===== src/rtl/id_ex_if.sv =====
// ID/EX pipeline bus.
// Carries the decoded instruction from ID, the flush request, the registered
// EX-side copy, the load-use stall and the bubble counter.
//   master : ID side, which drives id_* and flush and observes ex_*, stall, bubble_count
//   slave  : the id_ex_stage register itself
interface id_ex_if #(
  parameter int DATA_W = 32,
  parameter int REG_W  = 5
);
  // ID side
  logic              id_valid;
  logic              id_RegDst, id_ALUSrc, id_MemtoReg, id_RegWrite;
  logic              id_MemRead, id_MemWrite, id_Branch, id_Jump;
  logic [3:0]        id_ALUOperation;
  logic [DATA_W-1:0] id_rd1, id_rd2, id_imm, id_pc;
  logic [REG_W-1:0]  id_rs, id_rt, id_rd;
  logic              flush;
  // EX side
  logic              ex_valid;
  logic              ex_RegDst, ex_ALUSrc, ex_MemtoReg, ex_RegWrite;
  logic              ex_MemRead, ex_MemWrite, ex_Branch, ex_Jump;
  logic [3:0]        ex_ALUOperation;
  logic [DATA_W-1:0] ex_rd1, ex_rd2, ex_imm, ex_pc;
  logic [REG_W-1:0]  ex_rs, ex_rt, ex_rd;
  logic              stall;
  logic [15:0]       bubble_count;

  modport master (
    output id_valid, id_RegDst, id_ALUSrc, id_MemtoReg, id_RegWrite,
           id_MemRead, id_MemWrite, id_Branch, id_Jump, id_ALUOperation,
           id_rd1, id_rd2, id_imm, id_pc, id_rs, id_rt, id_rd, flush,
    input  ex_valid, ex_RegDst, ex_ALUSrc, ex_MemtoReg, ex_RegWrite,
           ex_MemRead, ex_MemWrite, ex_Branch, ex_Jump, ex_ALUOperation,
           ex_rd1, ex_rd2, ex_imm, ex_pc, ex_rs, ex_rt, ex_rd,
           stall, bubble_count
  );

  modport slave (
    input  id_valid, id_RegDst, id_ALUSrc, id_MemtoReg, id_RegWrite,
           id_MemRead, id_MemWrite, id_Branch, id_Jump, id_ALUOperation,
           id_rd1, id_rd2, id_imm, id_pc, id_rs, id_rt, id_rd, flush,
    output ex_valid, ex_RegDst, ex_ALUSrc, ex_MemtoReg, ex_RegWrite,
           ex_MemRead, ex_MemWrite, ex_Branch, ex_Jump, ex_ALUOperation,
           ex_rd1, ex_rd2, ex_imm, ex_pc, ex_rs, ex_rt, ex_rd,
           stall, bubble_count
  );
endinterface


===== src/rtl/id_ex_stage.sv =====
// ID/EX pipeline register with load-use hazard detection.
// Registers the decoded instruction into EX with one cycle of latency.
// Inserts a bubble on flush (branch/jump squash) or on a load-use hazard.
// Raises stall so PC and IF/ID hold, and counts hazard bubbles (saturating).
// Ports:
//   clk   : rising-edge clock
//   rst_n : asynchronous active-low reset
//   bus   : id_ex_if.slave -- id_* and flush in; ex_*, stall, bubble_count out
module id_ex_stage #(
  parameter int DATA_W = 32,
  parameter int REG_W  = 5
) (
  input  logic   clk,
  input  logic   rst_n,
  id_ex_if.slave bus
);

  typedef struct packed {
    logic       RegDst;
    logic       ALUSrc;
    logic       MemtoReg;
    logic       RegWrite;
    logic       MemRead;
    logic       MemWrite;
    logic       Branch;
    logic       Jump;
    logic [3:0] ALUOperation;
  } ctrl_t;

  typedef struct packed {
    logic [DATA_W-1:0] rd1;
    logic [DATA_W-1:0] rd2;
    logic [DATA_W-1:0] imm;
    logic [DATA_W-1:0] pc;
    logic [REG_W-1:0]  rs;
    logic [REG_W-1:0]  rt;
    logic [REG_W-1:0]  rd;
  } data_t;

  localparam ctrl_t CTRL_NOP = '0;

  ctrl_t       id_ctrl;
  data_t       id_data;
  ctrl_t       ctrl_d, ctrl_q;
  data_t       data_d, data_q;
  logic        valid_d, valid_q;
  logic [15:0] bubble_cnt_d, bubble_cnt_q;
  logic        rs_hit, rt_hit, rt_read;
  logic        hazard;
  logic        hz_bubble;

  // Gather ID inputs. RegDst/MemtoReg are don't-care for BEQ/SW and can arrive
  // as x from decode; the if/else maps anything but a clean 1 to 0 so x never
  // reaches EX.
  always_comb begin
    id_ctrl              = CTRL_NOP;
    id_ctrl.ALUSrc       = bus.id_ALUSrc;
    id_ctrl.RegWrite     = bus.id_RegWrite;
    id_ctrl.MemRead      = bus.id_MemRead;
    id_ctrl.MemWrite     = bus.id_MemWrite;
    id_ctrl.Branch       = bus.id_Branch;
    id_ctrl.Jump         = bus.id_Jump;
    id_ctrl.ALUOperation = bus.id_ALUOperation;
    if (bus.id_RegDst) id_ctrl.RegDst = 1'b1;
    else               id_ctrl.RegDst = 1'b0;
    if (bus.id_MemtoReg) id_ctrl.MemtoReg = 1'b1;
    else                 id_ctrl.MemtoReg = 1'b0;
  end

  always_comb begin
    id_data.rd1 = bus.id_rd1;
    id_data.rd2 = bus.id_rd2;
    id_data.imm = bus.id_imm;
    id_data.pc  = bus.id_pc;
    id_data.rs  = bus.id_rs;
    id_data.rt  = bus.id_rt;
    id_data.rd  = bus.id_rd;
  end

  // Load-use hazard: a load in EX writes ex_rt. The ID instruction always reads
  // rs; it reads rt only when rt is a source (register-form ALU op, or a store
  // whose rt is the data to write). Register 0 gets no exemption.
  always_comb begin
    rs_hit  = (data_q.rt == bus.id_rs);
    rt_hit  = (data_q.rt == bus.id_rt);
    rt_read = !bus.id_ALUSrc || bus.id_MemWrite;
    hazard  = valid_q && ctrl_q.MemRead && bus.id_valid &&
              (rs_hit || (rt_hit && rt_read));
  end

  // Flush wins over the hazard: the instruction is being squashed, so there is
  // nothing to hold back and the bubble is not counted as a hazard bubble.
  assign hz_bubble = hazard && !bus.flush;

  always_comb begin
    valid_d      = valid_q;
    ctrl_d       = ctrl_q;
    data_d       = data_q;
    bubble_cnt_d = bubble_cnt_q;
    if (bus.flush || hazard) begin
      // Bubble: controls cleared, data/index fields keep their last values.
      valid_d = 1'b0;
      ctrl_d  = CTRL_NOP;
      if (hz_bubble && (bubble_cnt_q != 16'hFFFF))
        bubble_cnt_d = bubble_cnt_q + 16'd1;
    end else begin
      valid_d = bus.id_valid;
      ctrl_d  = bus.id_valid ? id_ctrl : CTRL_NOP;
      data_d  = id_data;
    end
  end

  always_ff @(posedge clk or negedge rst_n) begin
    if (!rst_n) begin
      valid_q      <= 1'b0;
      ctrl_q       <= CTRL_NOP;
      data_q       <= '0;
      bubble_cnt_q <= '0;
    end else begin
      valid_q      <= valid_d;
      ctrl_q       <= ctrl_d;
      data_q       <= data_d;
      bubble_cnt_q <= bubble_cnt_d;
    end
  end

  assign bus.stall           = hz_bubble;
  assign bus.bubble_count    = bubble_cnt_q;
  assign bus.ex_valid        = valid_q;
  assign bus.ex_RegDst       = ctrl_q.RegDst;
  assign bus.ex_ALUSrc       = ctrl_q.ALUSrc;
  assign bus.ex_MemtoReg     = ctrl_q.MemtoReg;
  assign bus.ex_RegWrite     = ctrl_q.RegWrite;
  assign bus.ex_MemRead      = ctrl_q.MemRead;
  assign bus.ex_MemWrite     = ctrl_q.MemWrite;
  assign bus.ex_Branch       = ctrl_q.Branch;
  assign bus.ex_Jump         = ctrl_q.Jump;
  assign bus.ex_ALUOperation = ctrl_q.ALUOperation;
  assign bus.ex_rd1          = data_q.rd1;
  assign bus.ex_rd2          = data_q.rd2;
  assign bus.ex_imm          = data_q.imm;
  assign bus.ex_pc           = data_q.pc;
  assign bus.ex_rs           = data_q.rs;
  assign bus.ex_rt           = data_q.rt;
  assign bus.ex_rd           = data_q.rd;

endmodule


===== src/flat_wrapper.sv =====
// flat-port wrapper written by rule: the top's interface ports become plain ports
module id_ex_stage_flat 
#(
  parameter int DATA_W = 32,
  parameter int REG_W  = 5
)
  (clk, rst_n, bus_id_valid, bus_id_RegDst, bus_id_ALUSrc, bus_id_MemtoReg, bus_id_RegWrite, bus_id_MemRead, bus_id_MemWrite, bus_id_Branch, bus_id_Jump, bus_id_ALUOperation, bus_id_rd1, bus_id_rd2, bus_id_imm, bus_id_pc, bus_id_rs, bus_id_rt, bus_id_rd, bus_flush, bus_ex_valid, bus_ex_RegDst, bus_ex_ALUSrc, bus_ex_MemtoReg, bus_ex_RegWrite, bus_ex_MemRead, bus_ex_MemWrite, bus_ex_Branch, bus_ex_Jump, bus_ex_ALUOperation, bus_ex_rd1, bus_ex_rd2, bus_ex_imm, bus_ex_pc, bus_ex_rs, bus_ex_rt, bus_ex_rd, bus_stall, bus_bubble_count);
  id_ex_if #(.DATA_W(DATA_W), .REG_W(REG_W)) bus_i ();
  input  logic clk;
  input  logic rst_n;
  input wire logic [$bits(bus_i.id_valid)-1:0] bus_id_valid;
  input wire logic [$bits(bus_i.id_RegDst)-1:0] bus_id_RegDst;
  input wire logic [$bits(bus_i.id_ALUSrc)-1:0] bus_id_ALUSrc;
  input wire logic [$bits(bus_i.id_MemtoReg)-1:0] bus_id_MemtoReg;
  input wire logic [$bits(bus_i.id_RegWrite)-1:0] bus_id_RegWrite;
  input wire logic [$bits(bus_i.id_MemRead)-1:0] bus_id_MemRead;
  input wire logic [$bits(bus_i.id_MemWrite)-1:0] bus_id_MemWrite;
  input wire logic [$bits(bus_i.id_Branch)-1:0] bus_id_Branch;
  input wire logic [$bits(bus_i.id_Jump)-1:0] bus_id_Jump;
  input wire logic [$bits(bus_i.id_ALUOperation)-1:0] bus_id_ALUOperation;
  input wire logic [$bits(bus_i.id_rd1)-1:0] bus_id_rd1;
  input wire logic [$bits(bus_i.id_rd2)-1:0] bus_id_rd2;
  input wire logic [$bits(bus_i.id_imm)-1:0] bus_id_imm;
  input wire logic [$bits(bus_i.id_pc)-1:0] bus_id_pc;
  input wire logic [$bits(bus_i.id_rs)-1:0] bus_id_rs;
  input wire logic [$bits(bus_i.id_rt)-1:0] bus_id_rt;
  input wire logic [$bits(bus_i.id_rd)-1:0] bus_id_rd;
  input wire logic [$bits(bus_i.flush)-1:0] bus_flush;
  output wire logic [$bits(bus_i.ex_valid)-1:0] bus_ex_valid;
  output wire logic [$bits(bus_i.ex_RegDst)-1:0] bus_ex_RegDst;
  output wire logic [$bits(bus_i.ex_ALUSrc)-1:0] bus_ex_ALUSrc;
  output wire logic [$bits(bus_i.ex_MemtoReg)-1:0] bus_ex_MemtoReg;
  output wire logic [$bits(bus_i.ex_RegWrite)-1:0] bus_ex_RegWrite;
  output wire logic [$bits(bus_i.ex_MemRead)-1:0] bus_ex_MemRead;
  output wire logic [$bits(bus_i.ex_MemWrite)-1:0] bus_ex_MemWrite;
  output wire logic [$bits(bus_i.ex_Branch)-1:0] bus_ex_Branch;
  output wire logic [$bits(bus_i.ex_Jump)-1:0] bus_ex_Jump;
  output wire logic [$bits(bus_i.ex_ALUOperation)-1:0] bus_ex_ALUOperation;
  output wire logic [$bits(bus_i.ex_rd1)-1:0] bus_ex_rd1;
  output wire logic [$bits(bus_i.ex_rd2)-1:0] bus_ex_rd2;
  output wire logic [$bits(bus_i.ex_imm)-1:0] bus_ex_imm;
  output wire logic [$bits(bus_i.ex_pc)-1:0] bus_ex_pc;
  output wire logic [$bits(bus_i.ex_rs)-1:0] bus_ex_rs;
  output wire logic [$bits(bus_i.ex_rt)-1:0] bus_ex_rt;
  output wire logic [$bits(bus_i.ex_rd)-1:0] bus_ex_rd;
  output wire logic [$bits(bus_i.stall)-1:0] bus_stall;
  output wire logic [$bits(bus_i.bubble_count)-1:0] bus_bubble_count;
  assign bus_i.id_valid = bus_id_valid;
  assign bus_i.id_RegDst = bus_id_RegDst;
  assign bus_i.id_ALUSrc = bus_id_ALUSrc;
  assign bus_i.id_MemtoReg = bus_id_MemtoReg;
  assign bus_i.id_RegWrite = bus_id_RegWrite;
  assign bus_i.id_MemRead = bus_id_MemRead;
  assign bus_i.id_MemWrite = bus_id_MemWrite;
  assign bus_i.id_Branch = bus_id_Branch;
  assign bus_i.id_Jump = bus_id_Jump;
  assign bus_i.id_ALUOperation = bus_id_ALUOperation;
  assign bus_i.id_rd1 = bus_id_rd1;
  assign bus_i.id_rd2 = bus_id_rd2;
  assign bus_i.id_imm = bus_id_imm;
  assign bus_i.id_pc = bus_id_pc;
  assign bus_i.id_rs = bus_id_rs;
  assign bus_i.id_rt = bus_id_rt;
  assign bus_i.id_rd = bus_id_rd;
  assign bus_i.flush = bus_flush;
  assign bus_ex_valid = bus_i.ex_valid;
  assign bus_ex_RegDst = bus_i.ex_RegDst;
  assign bus_ex_ALUSrc = bus_i.ex_ALUSrc;
  assign bus_ex_MemtoReg = bus_i.ex_MemtoReg;
  assign bus_ex_RegWrite = bus_i.ex_RegWrite;
  assign bus_ex_MemRead = bus_i.ex_MemRead;
  assign bus_ex_MemWrite = bus_i.ex_MemWrite;
  assign bus_ex_Branch = bus_i.ex_Branch;
  assign bus_ex_Jump = bus_i.ex_Jump;
  assign bus_ex_ALUOperation = bus_i.ex_ALUOperation;
  assign bus_ex_rd1 = bus_i.ex_rd1;
  assign bus_ex_rd2 = bus_i.ex_rd2;
  assign bus_ex_imm = bus_i.ex_imm;
  assign bus_ex_pc = bus_i.ex_pc;
  assign bus_ex_rs = bus_i.ex_rs;
  assign bus_ex_rt = bus_i.ex_rt;
  assign bus_ex_rd = bus_i.ex_rd;
  assign bus_stall = bus_i.stall;
  assign bus_bubble_count = bus_i.bubble_count;
  id_ex_stage #(.DATA_W(DATA_W), .REG_W(REG_W)) u_core (.clk(clk), .rst_n(rst_n), .bus(bus_i));
endmodule

===== config.mk =====
export PLATFORM = sky130hd
export DESIGN_NAME = id_ex_stage_flat
export DESIGN_NICKNAME = d
export VERILOG_FILES = /design/src/rtl/id_ex_if.sv /design/src/rtl/id_ex_stage.sv /design/src/flat_wrapper.sv
export SDC_FILE = /design/constraint.sdc
export NUM_CORES = 1
export LEC_CHECK = 0
export CAP_MARGIN = 10
export CORE_UTILIZATION = 40
export DETAILED_ROUTE_END_ITERATION = 7
export PLACE_DENSITY = 0.81
export SYNTH_ARGS = -nofsm -noshare
export SYNTH_HDL_FRONTEND = slang
export SYNTH_SLANG_ARGS = --single-unit

===== constraint.sdc =====
create_clock -name clk -period 2.35 [get_ports clk]
set_input_delay 0.3525 -clock clk [delete_from_list [all_inputs] [get_ports clk]]
set_output_delay 0.3525 -clock clk [all_outputs]
set_load 0.02 [all_outputs]

Yosys cells after proc, flatten, opt, wreduce, memory -nomap -nowiden. Index checks and enable logic that the tools add are counted.

Reduce and logical (&&, ||, !) cells: 12. Mux-type cells: 5. Equality and inequality tests: 3. Add/sub/neg operators: 1.

Operator list (count): 12-bit 2-to-1 mux (2); 16-bit by 1-bit adder with 16-bit output (second input constant) (1); 16-bit != test (second input constant) (1); 5-bit == test (2); 1-bit logical AND (6); 1-bit logical OR (3); 1-bit 2-to-1 mux (3); 1-bit zero test (2); 2-bit AND reduction (1).

Register bits: 172. Output and inout bits: 173. Input port bits: 159. Logic and storage cells: 39.

Longest topological paths before layout.
Word-level depth: 8. Depth in mapped cells: 7. Depth with buffers taken out: 6.

Worst setup path before layout. Ideal clock, no wire load.

Path type: reg2reg. Start: reg u_core.data_q (netlist bit u_core.bus.ex_rt[2]). End: reg u_core.data_q (netlist bit u_core.bus.ex_imm[6]). Path buffers: 2. Period minus slack after synthesis: 1.988 ns. Cell stages (with the launch flop): 8. Setup slack: 0.362 ns. Required time: 2.225 ns. Library setup time: 0.125 ns. Data arrival time: 1.864 ns. Cell sequence: dfrtp_1 xnor2_1 o21ai_1 o22ai_2 a41oi_2 buf_4 buf_4 mux2_2.

Word-level cells in the longest chain between the ends: 5. Elaborated cells between the ends (all ways): 6. Those cells by class: eq/ne: 2; reduce/logical: 4.

RTL lines: start, declared (RTL line id_ex_stage.sv:45) `data_t data_d, data_q;`; start signal, assigned (RTL line id_ex_stage.sv:122) `data_q <= data_d;`; 5-bit == test (RTL line id_ex_stage.sv:85) `rt_hit = (data_q.rt == bus.id_rt);`; 1-bit logical AND (RTL line id_ex_stage.sv:88) `(rs_hit || (rt_hit && rt_read));`; 1-bit logical OR * (RTL line id_ex_stage.sv:88); 1-bit logical AND * (RTL line id_ex_stage.sv:87) `hazard = valid_q && ctrl_q.MemRead && bus.id_valid &&`; 1-bit logical OR * (RTL line id_ex_stage.sv:100) `if (bus.flush || hazard) begin`.

Every way passes the cells marked *; elsewhere a longest branch is shown, timed or not. A chain may end at the register's enable or synchronous reset.

Worst setup path after layout.
Start: reg u_core.data_q (netlist bit u_core.bus.ex_rt[2]). End: reg u_core.data_q (netlist bit u_core.bus.ex_imm[5]).

Same word-level chain as after synthesis.

==> out/metrics.csv <==
stage;metric;value;unit
clock_tree;CTS tree;yes;
sta;fin. max-slew vios;0;
clock_tree;setup bufs post-CTS;0;
floorplan;core area;16100;um^2
worst_setup_path;worst stage delay on the critical path;0.45;ns
detailed_routing;# DRC;0;
synthesis;Synth Warn #;0;
clock_tree;clk sinks;172;
floorplan;Chip Width;131;um
grt;GRT met3 Usage;7.57;%
synthesis;distinct cell type count after synthesis;27;
synthesis;Post-Syn Area per Cell;15.8;um^2
detailed_routing;Starting DRT DRC Count;131;
grt;first-pass GRT wire length;26700;um
grt;Total Routing Usage GR;21.2;%
grt;GRT overflow;0;
worst_setup_path;cells along the critical path;xnor2_1 > o21ai_1 > o22ai_2 > buf_4 > a41oi_4 > buf_4 > buf_12 > mux2_1;
sta;Slew @ Worst Pin;0.694;ns
sta;fin crit share;95.3;%
sta;Max Clk Rate;447;MHz
clock_tree;Num CTS Buffers;17;
power;worst vdd ir;441;uV
grt;largest net degree at the start of global routing;58;
sta;clk_skew;0.00728;ns
detailed_routing;total number of vias;4830;
clock_tree;clk root buf;clkbuf_16;
worst_setup_path;WP buf/inv;3;
layout;Design Area, Final;11000;um^2
grt;number of global-route vias before repair;5164;
worst_setup_path;slowest CP cell;dfrtp_1;
synthesis;Yosys top cell by area;dfrtp_1;
synthesis;FF+latch count, synth;172;
synthesis;sequential area share after synthesis;64.8;%
detailed_routing;Initial DRT Pass Iterations;4;
grt;initial antenna violation count;0;
placed_design;DP Area;10400;um^2
power;LEAKAGE;4.55;nW
synthesis;synth top area cells;dfrtp_1, mux2_2, xnor2_1, mux2_1, and2_1;
worst_setup_path;cell mode on critical path;buf_4;
synthesis;Post-Syn Nets;581;
worst_setup_path;CP arrival;2.53;ns
worst_setup_path;worst-path maximum fanout;36;
worst_setup_path;crit path capture type;flip-flop;
synthesis;Syn Std Cell Area;6640;um^2
layout;commonest cells after routing, fill and taps aside;clkdlybuf4s50_1, dfrtp_1, mux2_2;
detailed_routing;DR vias/cell;4.81;
layout;nets;936;
power;Overall Power;0.00782;W
detailed_routing;Wirelength per Cell;18.0;um
clock_tree;H-tree Lvls;4;
sta;Tmin final;2.24;ns
worst_setup_path;CP required;2.64;ns
clock_tree;CTS max path bufs;2;
clock_tree;Clock Pin Slew Worst Setup and Hold Paths;0.07;ns
layout;Antenna Cells;0;
detailed_routing;Detail Route Antenna Nets;0;
worst_setup_path;Setup Crit Path Kind;flip-flop to flip-flop;
layout;share of cells above drive strength 1;25.0;%
placed_design;dpl hpwl;14100;um
detailed_routing;Post-Route WL;18100;um
placed_design;Port Buffers;331;
grt;busiest grt layer;met2;
grt;met2 Usage GRT;38.7;%
job;Max-Cap Viols;0;
floorplan;Initial Utilization;41.4;%
floorplan;num rows;46;
synthesis;Yosys top cell area share;64.8;%
layout;Synth-to-Final Area Change;65.3;%
synthesis;Cells after Synth;421;
floorplan;die area;17100;um^2
grt;met1 Use GR;21.1;%
layout;commonest non-fill, non-tap cell in the layout;clkdlybuf4s50_1;
floorplan;die height;131;um
sta;Hold Fails Final Rpt;0;
power;power density over cell area;713;nW/um^2
outcome;outcome;finished clean;
layout;Final Core Density;68.3;%
sta;final setup violation count;0;
sta;slew margin rel.;53.8;%
worst_setup_path;CP top delay family;buffers and inverters;
sta;unrepaired setup endpoints after global routing;no;
placed_design;routability congestion estimate;0.774;
floorplan;I/O Pins;332;
worst_setup_path;crit start category;flip-flop;
clock_tree;Worst-Skew Late Latency;0.42;ns
worst_hold_path;Min-Delay Path Class;input port to async pin;
layout make-up:
class | instances | area, um^2
repair buffers | 354 | 3560
fillers | 1126 | 5080
flip-flops and latches | 172 | 4300
inverters | 4 | 15.0
well taps | 216 | 270
clock buffers | 22 | 484
multi-input cells | 227 | 2230
clock inverters | 10 | 113
sequential cells by signal, summed over array words and instances, names as in the netlist:
register,count
u_core.bus.ex_imm,32
u_core.bus.ex_pc,32
u_core.bus.ex_rd1,32
u_core.bus.ex_rd2,32
u_core.bus.bubble_count,16
u_core.bus.ex_rd,5
u_core.bus.ex_rs,5
u_core.bus.ex_rt,5
u_core.bus.ex_ALUOperation,4
u_core.bus.ex_ALUSrc,1
u_core.bus.ex_Branch,1
u_core.bus.ex_Jump,1
u_core.bus.ex_MemRead,1
u_core.bus.ex_MemWrite,1
u_core.bus.ex_MemtoReg,1
u_core.bus.ex_RegDst,1
u_core.bus.ex_RegWrite,1
u_core.bus.ex_valid,1
per-stage QoR:
| step | hold slack, ns | instances | setup TNS [ns] | worst slack [ns] |
|---|---|---|---|---|
| final | 0.471 | 1005 | 0 | 0.111 |
| after CTS | 0.464 | 1005 | 0 | 0.0268 |
| after global placement | 0.353 | 972 | -30.90 | -0.337 |
| after global routing | 0.471 | 1005 | 0 | 0.0258 |
| after floorplan | 0.0569 | 421 | 0 | 0.362 |
| after detailed placement | 0.357 | 972 | -35.08 | -0.464 |
routing by layer:
metal	wire, um	vias to the layer above
met1	6290	2360
li1	-	2207
met5	0	-
met4	537	0
met2	9790	222
met3	1500	41
path summary, 6_finish.rpt:
check	startpoint	end	slack, ns	cells after the start
worst max-delay path	u_core.bus.ex_rt[2]$_DFFE_PN0P_	u_core.bus.ex_imm[5]$_DFFE_PN0P_	0.11	8
worst min-delay path	rst_n	u_core.bus.ex_imm[9]$_DFFE_PN0P_	0.47	2
worst max register to register	u_core.bus.ex_rt[2]$_DFFE_PN0P_	u_core.bus.ex_imm[5]$_DFFE_PN0P_	0.11	8
worst min register to register	u_core.bus.ex_imm[2]$_DFFE_PN0P_	u_core.bus.ex_imm[2]$_DFFE_PN0P_	0.49	1
max in group asynchronous	rst_n	u_core.bus.ex_pc[22]$_DFFE_PN0P_	1.25	3
min in group clk	bus_id_ALUOperation[0]	u_core.bus.ex_ALUOperation[0]$_DFF_PN0_	0.49	2
synthesized netlist by cell type:
library cell	instances
o21ai_0	1
nand2_1	2
and3_1	7
buf_4	9
ha_1	1
nor2b_1	1
o22ai_2	1
mux2_1	7
clkbuf_1	2
xnor2_1	22
a41oi_2	1
nand3b_1	2
and4_1	1
nor2_1	4
o21ai_1	1
and2_1	12
buf_2	7
mux2i_1	1
nand2b_1	1
nand3_1	12
dfrtp_1	172
a311oi_1	1
inv_1	4
nand4b_1	1
mux2_2	139
nand4_1	8
o32ai_1	1
power by group:
part	total [W]	internal [W]	switching [W]
clock network	0.00281	0.00168	0.00113
registers	0.00337	0.00322	0.000149
logic	0.00165	0.000937	0.000710
timing repair:
| item | 4_1_cts | 5_1_grt |
|---|---|---|
| hold endpoints to repair | 51 | 0 |
| endpoints found under the setup margin | 14 | 1 |
| gates resized for setup | 2 | 2 |
| hold buffers | 1 | 0 |
| cloned | 0 | 0 |
cell families (layout without fill, tap and decap cells):
family,after synthesis,in the layout,share of synthesized area [%]
flops,172,172,64.8
mux,147,147,24.9
simple gates,51,51,4.47
xor+xnor,22,22,2.90
buf+inv,22,390,1.88
compound gates,6,6,0.848
fa+ha+maj,1,1,0.188
Power figures use the tool's default switching activity.
